`src/rtl/rtermcal_ctrl.sv`:
```
// rtermcal_ctrl -- termination-resistor calibration sequencer.
//
// Runs two searches against the RTERMCAL comparator cell:
//   1. SGIO: a linear thermometer sweep that raises the trim until the comparator
//      trips. The last code below the trip point is kept.
//   2. LVDS: a 4-bit successive-approximation search for the largest code whose
//      comparator output is still 0.
// Every trial code is held for SETTLE_CYC cycles and then evaluated in one
// further cycle. The comparator outputs are asynchronous, so they pass through a
// flop chain before they are evaluated.
//
// Ports
//   CLK_I      sole clock
//   RST_I      asynchronous, active-high reset
//   START_I    calibration request, honoured only in IDLE
//   RESULT_I   comparator outputs: [0] SGIO, [1] LVDS (asynchronous)
//   MODE_O     cell mode: 00 off, 01 SGIO compare, 10 LVDS compare
//   D_IOSG_O   thermometer trim [15:1] for the cell and the SGIO drivers
//   D_LVDS_O   binary trim for the cell and the LVDS drivers
//   BUSY_O     calibration in progress
//   DONE_O     one-cycle completion pulse
//   ERR_O      sticky out-of-range flags: [0] SGIO, [1] LVDS
module rtermcal_ctrl #(
  parameter int SETTLE_CYC  = 16,
  parameter int SYNC_STAGES = 2
) (
  input  logic        CLK_I,
  input  logic        RST_I,
  input  logic        START_I,
  input  logic [1:0]  RESULT_I,
  output logic [1:0]  MODE_O,
  output logic [15:1] D_IOSG_O,
  output logic [3:0]  D_LVDS_O,
  output logic        BUSY_O,
  output logic        DONE_O,
  output logic [1:0]  ERR_O
);

  typedef enum logic [2:0] {
    IDLE, SG_WAIT, SG_EVAL, LV_WAIT, LV_EVAL, DONE
  } state_t;

  state_t state, state_nxt;

  logic [SYNC_STAGES-1:0][1:0] sync_q;
  logic [1:0] res_sync;
  logic [7:0] cnt;
  logic       settle_done;
  logic [3:0] sg_n;      // SGIO trial or final count; drives the thermometer
  logic [3:0] lv_code;
  logic [3:0] lv_next;
  logic [1:0] sar_bit;
  logic [1:0] err;

  // Synchronizer on the asynchronous comparator outputs.
  always_ff @(posedge CLK_I or posedge RST_I) begin
    if (RST_I) begin
      sync_q <= '0;
    end else begin
      sync_q[0] <= RESULT_I;
      for (int i = 1; i < SYNC_STAGES; i++) sync_q[i] <= sync_q[i-1];
    end
  end
  assign res_sync = sync_q[SYNC_STAGES-1];

  // The settle count runs only in the WAIT states. It rolls over on the last
  // cycle of a WAIT, so each WAIT lasts exactly SETTLE_CYC cycles.
  assign settle_done = (cnt == 8'(SETTLE_CYC - 1));

  always_ff @(posedge CLK_I or posedge RST_I) begin
    if (RST_I) state <= IDLE;
    else       state <= state_nxt;
  end

  always_comb begin
    state_nxt = state;
    case (state)
      IDLE:    if (START_I) state_nxt = SG_WAIT;
      SG_WAIT: if (settle_done) state_nxt = SG_EVAL;
      SG_EVAL: state_nxt = (!res_sync[0] && sg_n != 4'd15) ? SG_WAIT : LV_WAIT;
      LV_WAIT: if (settle_done) state_nxt = LV_EVAL;
      LV_EVAL: state_nxt = (sar_bit != 2'd0) ? LV_WAIT : DONE;
      DONE:    state_nxt = IDLE;
      default: state_nxt = IDLE;
    endcase
  end

  // SAR step: drop the bit under test if the comparator tripped, then try the
  // next lower bit.
  always_comb begin
    lv_next = lv_code;
    if (res_sync[1]) lv_next[sar_bit] = 1'b0;
    if (sar_bit != 2'd0) lv_next[sar_bit - 2'd1] = 1'b1;
  end

  always_ff @(posedge CLK_I or posedge RST_I) begin
    if (RST_I) begin
      cnt     <= '0;
      sg_n    <= '0;
      lv_code <= '0;
      sar_bit <= '0;
      err     <= '0;
    end else begin
      if (state == SG_WAIT || state == LV_WAIT) cnt <= settle_done ? 8'd0 : cnt + 8'd1;
      else                                      cnt <= '0;

      case (state)
        IDLE: if (START_I) begin
          sg_n    <= '0;
          lv_code <= '0;
          sar_bit <= '0;
          err     <= '0;
        end
        SG_EVAL: begin
          if (!res_sync[0]) begin
            if (sg_n != 4'd15) sg_n <= sg_n + 4'd1;
            else               err[0] <= 1'b1;   // never tripped: stay at full scale
          end else begin
            if (sg_n == 4'd0) err[0] <= 1'b1;  // tripped at the first code
            else              sg_n <= sg_n - 4'd1;
          end
          // Set up the LVDS search in case the SGIO search finishes here.
          lv_code <= 4'b1000;
          sar_bit <= 2'd3;
        end
        LV_EVAL: begin
          lv_code <= lv_next;
          sar_bit <= sar_bit - 2'd1;
          if (sar_bit == 2'd0) err[1] <= (lv_next == 4'd0) || (lv_next == 4'd15);
        end
        default: ;
      endcase
    end
  end

  // Outputs decode from registered state only, so MODE_O changes only at a
  // state change and cannot take the value 11.
  always_comb begin
    MODE_O = 2'b00;
    if (state == SG_WAIT || state == SG_EVAL) MODE_O = 2'b01;
    if (state == LV_WAIT || state == LV_EVAL) MODE_O = 2'b10;
  end

  always_comb begin
    D_IOSG_O = '0;
    for (int i = 1; i <= 15; i++) D_IOSG_O[i] = (sg_n >= 4'(i));
  end

  assign D_LVDS_O = lv_code;
  assign BUSY_O   = (state != IDLE) && (state != DONE);
  assign DONE_O   = (state == DONE);
  assign ERR_O    = err;

endmodule

```
`config.mk`:
```
export PLATFORM = sky130hd
export DESIGN_NAME = rtermcal_ctrl
export DESIGN_NICKNAME = d
export VERILOG_FILES = /design/src/rtl/rtermcal_ctrl.sv
export SDC_FILE = /design/constraint.sdc
export NUM_CORES = 1
export LEC_CHECK = 0
export ABC_AREA = 0
export BUFFER_PORTS_ARGS = -buffer_cell sky130_fd_sc_hd__buf_2
export CAP_MARGIN = 5
export CORE_MARGIN = 4
export CORE_UTILIZATION = 55
export DETAILED_ROUTE_END_ITERATION = 8
export HOLD_SLACK_MARGIN = 0.15
export PLACE_DENSITY = 0.78
export SKIP_CTS_REPAIR_TIMING = 1
export SYNTH_ARGS = -nofsm -noshare
export SYNTH_HDL_FRONTEND = slang
export SYNTH_SLANG_ARGS = --single-unit
```
`constraint.sdc`:
```
create_clock -name CLK_I -period 2.1 [get_ports CLK_I]
set_input_delay 0.105 -clock CLK_I [delete_from_list [all_inputs] [get_ports CLK_I]]
set_output_delay 0.105 -clock CLK_I [all_outputs]
set_load 0.05 [all_outputs]
```
==> results.sh <==
export IMPL_nets=220
export IMPL_max_clock_freq_mhz=525
export IMPL_path_class="flop to output pin"
export IMPL_synth_enable_flop_cells=0
export IMPL_dieHeight_um=62.5
export IMPL_asyncSetResetFlopFracSynth_pct=100
export IMPL_design_die_area_um2=3900
export IMPL_path_clk_slew_ns=0.16
export IMPL_drt_pass1_iter_count=4
export IMPL_synth_top_family_by_area="simple AND/OR/NAND/NOR gates"
export IMPL_synth_seq_cells=27
export IMPL_final_setup_viol_count=0
export IMPL_stdcell_count=236
export IMPL_synthesis_nets=188
export IMPL_maxCapViolCount=0
export IMPL_core_rowCount=19
export IMPL_n_antenna_cell=0
export IMPL_timing_final_crit_period_ns=1.90
export IMPL_effective_utilization_at_floorplan_pct=58.2
export IMPL_track_usage_pct=17.5
export IMPL_slew_viol_final=0
export IMPL_slew_headroom_pct=65.8
export IMPL_detailed_route_wire_length_per_cell_um=14.0
export IMPL_worst_skew_pair_late_latency_ns=0.34
export IMPL_dp_hpwl_um=2430
export IMPL_overflow=0
export IMPL_critical_path_cell_chain="nand2b_1 -> o21ai_0 -> buf_2"
export IMPL_grt_antenna_before_repair=0
export IMPL_top_layer_used="met4"
export IMPL_met2WireLength_um=1590
export IMPL_simple_gate_share_of_the_synthesized_area_pct=26.6
export IMPL_worst_path_largest_cell_delay_ns=0.60
export IMPL_worstPathArrival_ns=1.80
export IMPL_synth_compound_area_share_pct=14.3
export IMPL_ys_warnings_count=0
export IMPL_outcome="completed"
export IMPL_post_route_setup_tns_ns=0
export IMPL_dr_first_iter_drc_count=119
export IMPL_yosys_area_share_xor_xnor_pct=5.90
export IMPL_ioPinCount=30
export IMPL_fillerInstances=228
export IMPL_grt_pass1_vias=1272
export IMPL_viasPerCell=5.78
export IMPL_sequential_share_of_the_synthesized_area_pct=41.4
export IMPL_final_layout_size_suffix_gt1_share_pct=21.0
export IMPL_die_width_um=62.5
export IMPL_detail_route_wirelength_met1_um=1540
export IMPL_grt_setup_unrepaired="no"
export IMPL_drt_antenna_violating_nets=0
export IMPL_maximum_fanout_along_the_worst_path=16
export IMPL_cell_at_the_slowest_stage_of_the_critical_path="sky130_fd_sc_hd__dfrtp_1"
export IMPL_routed_wl_met3_um=158
export IMPL_number_of_cells_in_the_design_after_placement=228
export IMPL_cts_root_buf="sky130_fd_sc_hd__clkbuf_4"
export IMPL_post_route_drc_count=0
export IMPL_netlist_area_um2=1630
export IMPL_place_gp_congestion=0.949
export IMPL_post_synth_mux_area_share_pct=1.23
export IMPL_layout_area_overhead_vs_synth_pct=14.0
export IMPL_final_setup_skew_ns=0.00433
export IMPL_cp_end_kind="output pin"
export IMPL_cts_made_buffers=3
export IMPL_synth_avg_cell_area_um2=9.38
export IMPL_syn_inst=174
export IMPL_final_seq_area_um2=677
export IMPL_period_share_pct=90.6
export IMPL_startpoint_type="flop"
export IMPL_grt_max_degree=28
export IMPL_grt_first_pass_wirelength_um=5770
export IMPL_multi_input_comb_area_um2=896
export IMPL_portBuffers=29
export IMPL_worst_hold_path_type="primary input to async pin"
export IMPL_cts_sinks=27
export IMPL_final_hold_violation_count=0
export IMPL_synth_distinct_cells=44
export IMPL_worst_ep_required_time_ns=2.00
export IMPL_ctsLongestPathBuffers=2
export IMPL_routed_wl_um=3300
export IMPL_synthFlopType="sky130_fd_sc_hd__dfrtp_1"
export IMPL_post_synth_fa_ha_maj_area_fraction_pct=6.90
export IMPL_cts_htree_levels=1
export IMPL_route_vias_total=1363
export IMPL_max_slew_worst_pin_slew_ns=0.513
export IMPL_clock_tree_from_tritoncts="yes"
export IMPL_fp_coreArea_um2=2810
[cell usage in the layout (no fill, tap or decap), types with 3 or more instances in the layout]
master / synthesis / final
sky130_fd_sc_hd__buf_2: 1 / 29
sky130_fd_sc_hd__dfrtp_1: 27 / 26
sky130_fd_sc_hd__nor2_1: 22 / 22
sky130_fd_sc_hd__o21ai_1: 12 / 12
sky130_fd_sc_hd__nand2_1: 12 / 12
sky130_fd_sc_hd__ha_1: 9 / 9
sky130_fd_sc_hd__inv_1: 6 / 6
sky130_fd_sc_hd__nand3_1: 6 / 6
sky130_fd_sc_hd__nand2b_1: 6 / 6
sky130_fd_sc_hd__xor2_1: 6 / 6
sky130_fd_sc_hd__xnor2_1: 5 / 5
sky130_fd_sc_hd__nor2b_1: 5 / 5
sky130_fd_sc_hd__and3_1: 4 / 4
sky130_fd_sc_hd__a22oi_1: 4 / 4
sky130_fd_sc_hd__a21o_1: 4 / 4
sky130_fd_sc_hd__dlygate4sd3_1: 0 / 4
sky130_fd_sc_hd__and2_1: 3 / 3
sky130_fd_sc_hd__or2_1: 3 / 3
sky130_fd_sc_hd__a21oi_1: 3 / 3
sky130_fd_sc_hd__clkbuf_4: 0 / 3
[state kept, by name (all words and copies together) (netlist names)]
name and cells:
cnt 8, D_LVDS_O 4, sg_n 4, state 3, ERR_O 2, res_sync 2
sar_bit 2, sync_q 2
[through the flow]
stage	hold slack, ns	worst slack, ns	area, um^2	util (%)
after CTS	-0.211	0.123	1820	64.9
after detailed placement	0.178	0.359	1790	63.8
final	0.350	0.197	1860	66.4
after global placement	0.169	0.480	1790	63.8
after global routing	0.376	0.0891	1860	66.4
after floorplan	0.136	0.232	1630	-
[synth_stat cells (all sizes together) (3+ instances only)]
library cell | count | area share (%)
a21o | 4 | 1.8
a21oi | 4 | 1.5
a22oi | 4 | 1.8
and2 | 3 | 1.1
and3 | 4 | 1.5
clkbuf | 5 | 1.1
dfrtp | 27 | 41
ha | 9 | 6.9
inv | 7 | 1.6
nand2 | 12 | 2.8
nand2b | 6 | 2.3
nand3 | 6 | 1.8
nor2 | 23 | 5.7
nor2b | 5 | 1.9
nor3 | 3 | 1.5
o21ai | 14 | 4.3
or2 | 3 | 1.1
xnor2 | 5 | 2.7
xor2 | 6 | 3.2
[critical path: cells and delay by family, from the launching register on]
family | cells | cell delay [ns]
buffers and inverters | 1 | 0.31
AO/OA/AOI/OAI | 1 | 0.25
AND/OR/NAND/NOR | 1 | 0.31
flip-flops | 1 | 0.60
[cell families (layout without fill, tap and decap cells)]
logic type	count (synthesis)	in the layout
xor gates and xnor gates	11	11
muxes	2	2
and+or+nand+nor	75	75
DFF	27	27
buffers and inverters	14	45
adders and majority gates	9	9
AOI/OAI and AO/OA	36	36
[final cells by class]
type | instances | area share [%]
clock buffers | 3 | 1.21
multi-input cells | 133 | 48.1
well taps | 31 | 2.08
flip-flops and latches | 27 | 36.4
repair buffers | 34 | 10.3
clock inverters | 1 | 0.470
inverters | 7 | 1.41
[routing by layer]
layer  global-route usage (%)  vias up
met5                        0        -
met4                     3.03        0
met3                     4.32        2
met2                     27.8       35
met1                     24.5      664
li1                         -      662
[worst paths after layout]
kind | from | end | slack (ns) | depth (start not counted)
worst min-delay path | RST_I | sync_q[0] | 0.35 | 4
worst max register to register | sar_bit[0] | D_LVDS_O[0] | 0.28 | 7
worst max-delay path | state[1] | MODE_O[1] | 0.20 | 3
max in group asynchronous | RST_I | state[0] | 1.48 | 4
worst min register to register | sync_q[0] | res_sync[0] | 0.37 | 0
min in group CLK_I | sync_q[0] | res_sync[0] | 0.37 | 0
Power is not shown: default switching activity piles up to over one toggle a cycle in this logic, so the estimate is an artifact.
